--- config.mk ---
export PLATFORM = sky130hd
export DESIGN_NAME = div8x4_seq
export DESIGN_NICKNAME = d
export VERILOG_FILES = /design/src/rtl/div_pkg.sv /design/src/rtl/div_step.sv /design/src/rtl/div8x4_seq.sv
export SDC_FILE = /design/constraint.sdc
export NUM_CORES = 1
export LEC_CHECK = 0
export CAP_MARGIN = 10
export CORE_ASPECT_RATIO = 1.2
export CORE_MARGIN = 10
export CORE_UTILIZATION = 36
export DETAILED_ROUTE_END_ITERATION = 16
export PLACE_DENSITY = 0.65
export SYNTH_ARGS = -nofsm -noshare
export SYNTH_HDL_FRONTEND = slang
export SYNTH_HIERARCHICAL = 1
export SYNTH_SLANG_ARGS = --single-unit
--- constraint.sdc ---
create_clock -name clk -period 2.6 [get_ports clk]
set_input_delay 0.78 -clock clk [delete_from_list [all_inputs] [get_ports clk]]
set_output_delay 0.78 -clock clk [all_outputs]
set_load 0.005 [all_outputs]
--- src/rtl/div_pkg.sv ---
// Shared definitions for the sequential restoring divider.
// Holds the FSM state type, default operand widths, the step-counter width
// and the all-ones quotient returned on divide-by-zero.
// Optional build macro used by the divider: DIV_SELFCHECK_EN.
package div_pkg;

    // Default dividend/quotient width and divisor/remainder width.
    localparam int unsigned DW_DEF = 8;
    localparam int unsigned VW_DEF = 4;

    // Step counter counts DW-1 down to 0.
    localparam int unsigned CNT_W = $clog2(DW_DEF);

    // Quotient reported when the divisor is zero.
    localparam logic [DW_DEF-1:0] DZ_QUOT = {DW_DEF{1'b1}};

    typedef enum logic [1:0] {
        IDLE = 2'd0,
        RUN  = 2'd1,
        DONE = 2'd2
    } state_e;

endpackage

--- src/rtl/div_step.sv ---
// One combinational restoring-division step.
// Ports:
//   pr_i      partial remainder (VW+1 bits, top bit is always 0 in use)
//   bit_i     next dividend bit shifted into the remainder
//   dv_i      divisor
//   pr_nxt_c  partial remainder after the trial subtraction
//   q_bit_c   quotient bit produced by this step
module div_step #(
    parameter int unsigned VW = 4
) (
    input  logic [VW:0]   pr_i,
    input  logic          bit_i,
    input  logic [VW-1:0] dv_i,
    output logic [VW:0]   pr_nxt_c,
    output logic          q_bit_c
);

    // One extra bit of headroom so the full incoming remainder takes part in
    // the compare; keeps the step correct even if pr_i[VW] were ever set.
    localparam int unsigned SW = VW + 2;

    logic [SW-1:0] sh_c;
    logic [SW-1:0] dv_ext_c;
    logic [SW-1:0] diff_c;

    // Shift, trial-subtract, restore on underflow.
    always_comb begin
        sh_c     = {pr_i, bit_i};
        dv_ext_c = SW'(dv_i);
        diff_c   = sh_c - dv_ext_c;
        q_bit_c  = (sh_c >= dv_ext_c);
        pr_nxt_c = q_bit_c ? (VW+1)'(diff_c) : (VW+1)'(sh_c);
    end

endmodule

--- src/rtl/div8x4_seq.sv ---
// Sequential unsigned restoring divider, one quotient bit per clock.
// Accepts a DW-bit dividend and VW-bit divisor over a valid/ready handshake
// and returns a DW-bit quotient and VW-bit remainder over a second one.
// Ports:
//   clk, rst            clock (rising edge), synchronous active-high reset
//   in_valid/in_ready   operand handshake (in_ready high only in IDLE)
//   m, b                dividend, divisor
//   out_valid/out_ready result handshake
//   q, r                quotient, remainder (held until next result)
//   dz                  divide-by-zero flag, qualified by out_valid
//   chk_err             self-check mismatch, qualified by out_valid
// Build option: define DIV_SELFCHECK_EN to register a q*b+r==m check into
// chk_err and enable a simulation assertion; otherwise chk_err is tied 0.
module div8x4_seq
    import div_pkg::*;
#(
    parameter int unsigned DW = DW_DEF,
    parameter int unsigned VW = VW_DEF
) (
    input  logic          clk,
    input  logic          rst,
    input  logic          in_valid,
    output logic          in_ready,
    input  logic [DW-1:0] m,
    input  logic [VW-1:0] b,
    output logic          out_valid,
    input  logic          out_ready,
    output logic [DW-1:0] q,
    output logic [VW-1:0] r,
    output logic          dz,
    output logic          chk_err
);

    localparam int unsigned CW = (DW > 1) ? $clog2(DW) : 1;

    state_e        state_q, state_d;
    logic [DW-1:0] sr_q, sr_d;      // dividend bits out, quotient bits in
    logic [VW-1:0] dv_q, dv_d;
    logic [VW:0]   pr_q, pr_d;
    logic [CW-1:0] cnt_q, cnt_d;
    logic [DW-1:0] q_q, q_d;
    logic [VW-1:0] r_q, r_d;
    logic          dz_q, dz_d;
    logic          in_ready_q, in_ready_d;
    logic          out_valid_q, out_valid_d;

    logic [VW:0]   pr_nxt_c;
    logic          q_bit_c;
    logic [DW-1:0] sr_shift_c;

    div_step #(.VW(VW)) u_step (
        .pr_i     (pr_q),
        .bit_i    (sr_q[DW-1]),
        .dv_i     (dv_q),
        .pr_nxt_c (pr_nxt_c),
        .q_bit_c  (q_bit_c)
    );

    assign sr_shift_c = {sr_q[DW-2:0], q_bit_c};

`ifdef DIV_SELFCHECK_EN
    localparam int unsigned PW = DW + VW;

    logic [DW-1:0] m_q, m_d;        // original dividend kept for the check
    logic          chk_q, chk_d;
    logic [PW-1:0] chk_prod_c;

    // Reconstruct the dividend from the result being committed to DONE.
    assign chk_prod_c = PW'(sr_shift_c) * PW'(dv_q) + PW'(pr_nxt_c[VW-1:0]);
`endif

    // Next-state and datapath control.
    always_comb begin
        state_d = state_q;
        sr_d    = sr_q;
        dv_d    = dv_q;
        pr_d    = pr_q;
        cnt_d   = cnt_q;
        q_d     = q_q;
        r_d     = r_q;
        dz_d    = dz_q;
`ifdef DIV_SELFCHECK_EN
        m_d     = m_q;
        chk_d   = chk_q;
`endif

        unique case (state_q)
            IDLE: begin
                if (in_valid) begin
                    sr_d  = m;
                    dv_d  = b;
                    pr_d  = '0;
                    cnt_d = CW'(DW - 1);
`ifdef DIV_SELFCHECK_EN
                    m_d   = m;
`endif
                    if (b == '0) begin
                        // Zero divisor skips the iteration entirely.
                        state_d = DONE;
                        q_d     = '1;
                        r_d     = '0;
                        dz_d    = 1'b1;
`ifdef DIV_SELFCHECK_EN
                        chk_d   = 1'b0;
`endif
                    end else begin
                        state_d = RUN;
                    end
                end
            end

            RUN: begin
                sr_d = sr_shift_c;
                pr_d = pr_nxt_c;
                if (cnt_q == '0) begin
                    // Result registers only move on entry to DONE.
                    state_d = DONE;
                    q_d     = sr_shift_c;
                    r_d     = pr_nxt_c[VW-1:0];
                    dz_d    = 1'b0;
`ifdef DIV_SELFCHECK_EN
                    chk_d   = (chk_prod_c != PW'(m_q));
`endif
                end else begin
                    cnt_d = cnt_q - CW'(1);
                end
            end

            DONE: begin
                if (out_ready) begin
                    state_d = IDLE;
                end
            end

            default: begin
                state_d = IDLE;
            end
        endcase

        in_ready_d  = (state_d == IDLE);
        out_valid_d = (state_d == DONE);
    end

    // State and datapath registers.
    always_ff @(posedge clk) begin
        if (rst) begin
            state_q     <= IDLE;
            sr_q        <= '0;
            dv_q        <= '0;
            pr_q        <= '0;
            cnt_q       <= '0;
            q_q         <= '0;
            r_q         <= '0;
            dz_q        <= 1'b0;
            in_ready_q  <= 1'b1;
            out_valid_q <= 1'b0;
        end else begin
            state_q     <= state_d;
            sr_q        <= sr_d;
            dv_q        <= dv_d;
            pr_q        <= pr_d;
            cnt_q       <= cnt_d;
            q_q         <= q_d;
            r_q         <= r_d;
            dz_q        <= dz_d;
            in_ready_q  <= in_ready_d;
            out_valid_q <= out_valid_d;
        end
    end

`ifdef DIV_SELFCHECK_EN
    // Self-check registers.
    always_ff @(posedge clk) begin
        if (rst) begin
            m_q   <= '0;
            chk_q <= 1'b0;
        end else begin
            m_q   <= m_d;
            chk_q <= chk_d;
        end
    end

    assign chk_err = chk_q;

    // A delivered result must always satisfy q*b + r == m.
    a_selfcheck: assert property (@(posedge clk) disable iff (rst)
        !(out_valid && chk_err))
        else $error("div8x4_seq self-check: q*b+r != m");
`else
    assign chk_err = 1'b0;
`endif

    assign in_ready  = in_ready_q;
    assign out_valid = out_valid_q;
    assign q         = q_q;
    assign r         = r_q;
    assign dz        = dz_q;

endmodule

==> run_results.csv <==
group,metric,value,unit
status,run_status,"finished, final reports clean",
drt,via_per_inst,5.22,
setup_path,critPathLaunchType,"flip-flop",
logic_synthesis,ys_seq_area_share,38.6,%
timing,final_critical_path_setup_slack,0.222,ns
die,floorplan.io_pins,32,
clock_tree,cts_hold_repair.buffers,0,
logic_synthesis,post_synth_inst_count,197,
setup_path,cp-startpoint,"sr_q[7]",
die,start_util,36.7,%
die,die_area,0.00866,mm^2
timing,fin_crit_sh,91.5,%
place,port_buffers,30,
global_route,total_routing_resource_utilization_after_global_routing,10.2,%
drt,drtAntennaViolNets,0,
timing,hold_violations,0,
logic_synthesis,yosys.cell_count.top_type,"dfxtp_1",
logic_synthesis,commonest_cells_post_synth,"37 x dfxtp_1, 23 x nand2_1, 16 x nor2_1",
logic_synthesis,count_of_warnings_emitted_by_yosys,6,
drt,drt-met1-wl,1910,um
logic_synthesis,synth-async-reset-ratio,0,%
finish,num-fill-cells,544,
die,floorplan.core_area,0.00523,mm^2
drt,dr_wl_met2,1990,um
global_route,grt_pass1_wl,7400,um
die,die_y_extent,100,um
clock_tree,clk_transition_reported_paths,0.07,ns
drt,highest_layer,"met4",
logic_synthesis,synth_ff_type,"dfxtp_1",
setup_path,regToRegEndpoint,"r[1]",
clock_tree,clockRootBuffer,"clkbuf_8",
place,dp_hpwl,3150,um
clock_tree,postCtsSetupRepairBufs,0,
clock_tree,cts_made_buffers,5,
global_route,grt_start_max_net_pins,28,
finish,area_growth_syn_to_layout,22.0,%
global_route,antenna_violations_before_repair,0,
finish,finish.net_count,250,
drt,drc,0,
drt,num_vias,1514,
global_route,grt.overflow.total,0,
timing,drv_slew,0,
die,chipWidth,86.7,um
drt,drt_first_pass_iters,4,
setup_path,timing.critical_path.required,2.76,ns
timing,grt_setup_unrepaired,"no",
clock_tree,post_cts_resize_count,0,
drt,drt-initial-drc-count,80,
setup_path,ff2ff_setup_slack,0.22,ns
finish,finalInstanceArea,0.00234,mm^2
logic_synthesis,syn-mean-instance-area,9.74,um^2
finish,cell_count_final_fillers_out,290,
finish,final_util,44.8,%
job,max-cap-violations,0,
setup_path,r2r_start,"sr_q[7]",
drt,route.final.wire_length,4240,um
global_route,grt_pass1_vias,1509,
drt,detail_route.wl_per_cell,14.6,um
logic_synthesis,synth.lib_cells_used.distinct,48,
setup_path,worst-r2r-cell-count,10,
setup_path,crit_arrival,2.54,ns
die,rows,29,
place,dp_cells,281,
clock_tree,clock_sinks,37,
setup_path,critPathMaxFanout,8,
place,gp_congestion,0.802,
timing,total_of_endpoints_with_negative_setup_slack_in_the_final_report,0,
hold_path,worstHoldStart,"dv_q[1]",
finish,post_route_cells_drive_above_1_share,18.0,%
timing,min_period,2.38,ns
logic_synthesis,synth_top_cell_area_share,38.6,%
hold_path,worst_min_delay_path_class,"flip-flop to flip-flop",
pwr,p_per_area,697,mW/mm^2
hold_path,cell_count_of_the_worst_hold_path,2,
pwr,static-leakage-power,0.000848,uW
place,post-place-ws,0.123,ns
logic_synthesis,mappedNetlistNets,220,
logic_synthesis,synth.ff_latch_count,37,
place,placed_cell_area,0.00222,mm^2
setup_path,worst-setup-path-type,"flip-flop to flip-flop",
clock_tree,htree_levels,2,
clock_tree,clock_insertion_delay_worst_skew,0.28,ns
timing,timing.setup.tns,0,ns
hold_path,hold_path_end,"dv_q[1]",
finish,antenna-diode-count,0,
logic_synthesis,mappedNetlistArea,0.00192,mm^2
timing,max_freq,421,MHz
logic_synthesis,edff_count_synth,0,
logic_synthesis,synth_largest_area_cell,"dfxtp_1",
clock_tree,clock_tree.buffer_depth,2,
setup_path,crit_path_end_kind,"flip-flop",
drt,met3_length,312,um
timing,skew,0.00700,ns
pwr,irDropWorstVdd,354,uV
logic_synthesis,synth_area_leaders,"dfxtp_1 39%, nand2_1 4.5%, o21ba_2 4.2%",
clock_tree,tritoncts_clock_tree,"done",
==> how the worst max path moves through the flow <==
stage / to / cells past startpoint
after detailed placement: r[1] / 9
after CTS: r[1] / 9
after floorplan: r[1] / 9
after global routing: r[0] / 11
after global placement: r[1] / 9
final: r[1] / 10
==> registers in the layout, summed over array words and instances, names as in the netlist <==
signal,cells
cnt_q,3
pr_q,5
out_valid,1
state_q,2
dv_q,4
in_ready,1
sr_q,8
q,8
r,4
dz,1
==> metrics by stage <==
stage	hold slack (ns)	total power (uW)
6_report	0.482	1630
2_1_floorplan	0.443	1010
3_3_place_gp	0.456	1120
4_1_cts	0.484	1650
5_1_grt	0.523	1730
3_5_place_dp	0.472	1130
==> cells by family (layout without fill, tap and decap cells) <==
logic type               Yosys count  after routing  share of synthesized area, %
other                              1              1                         0.195
adder cells (fa/ha/maj)            7              7                          4.95
buffers and inverters             25             56                          8.02
AO/OA/AOI/OAI                     71             71                          32.2
flip-flops                        37             37                          38.6
XOR/XNOR                           2              2                         0.913
multiplexers                       2              2                          1.30
AND/OR/NAND/NOR                   52             52                          13.8
==> layout by cell type (no fill, tap or decap), types with 6 or more instances in the layout <==
cell             count
clkbuf_8             6
dfxtp_1             37
o21ba_2              8
a21oi_1             14
o21ai_0              8
ha_1                 6
inv_1               12
clkdlybuf4s50_1     30
o221ai_1             8
nor2_1              16
nand2_1             23
==> where the power goes <==
| part | switching, uW | internal, uW |
|---|---|---|
| Clock | 201 | 313 |
| Combinational | 224 | 220 |
| Sequential | 47.4 | 627 |
| Total | 473 | 1160 |
==> cell type report <==
| type | count | area [um^2] | share of cell area [%] |
|---|---|---|---|
| clock buffers | 7 | 86.3 | 3.69 |
| clock inverters | 1 | 30.0 | 1.28 |
| inverters | 14 | 52.6 | 2.24 |
| multi-input cells | 135 | 1020 | 43.7 |
| flip-flops and latches | 37 | 741 | 31.6 |
| well taps | 62 | 77.6 | 3.31 |
| repair buffers | 34 | 330 | 14.1 |
==> routing by layer <==
metal	GRT usage, %	vias to the layer above
li1	-	772
met1	12.6	698
met2	16.3	39
met3	4.13	5
met4	2.25	0
met5	0	-
==> worst max-delay path: stages, from the launching register on <==
cell       delay, ns
dfxtp_1         0.33
inv_1           0.06
ha_1            0.13
inv_1           0.05
fa_1            0.40
a21o_2          0.26
a2111oi_4       0.28
buf_4           0.20
mux2_4          0.31
a21oi_1         0.15
a211oi_2        0.08
Note: power is estimated with default switching activity, not from simulation.
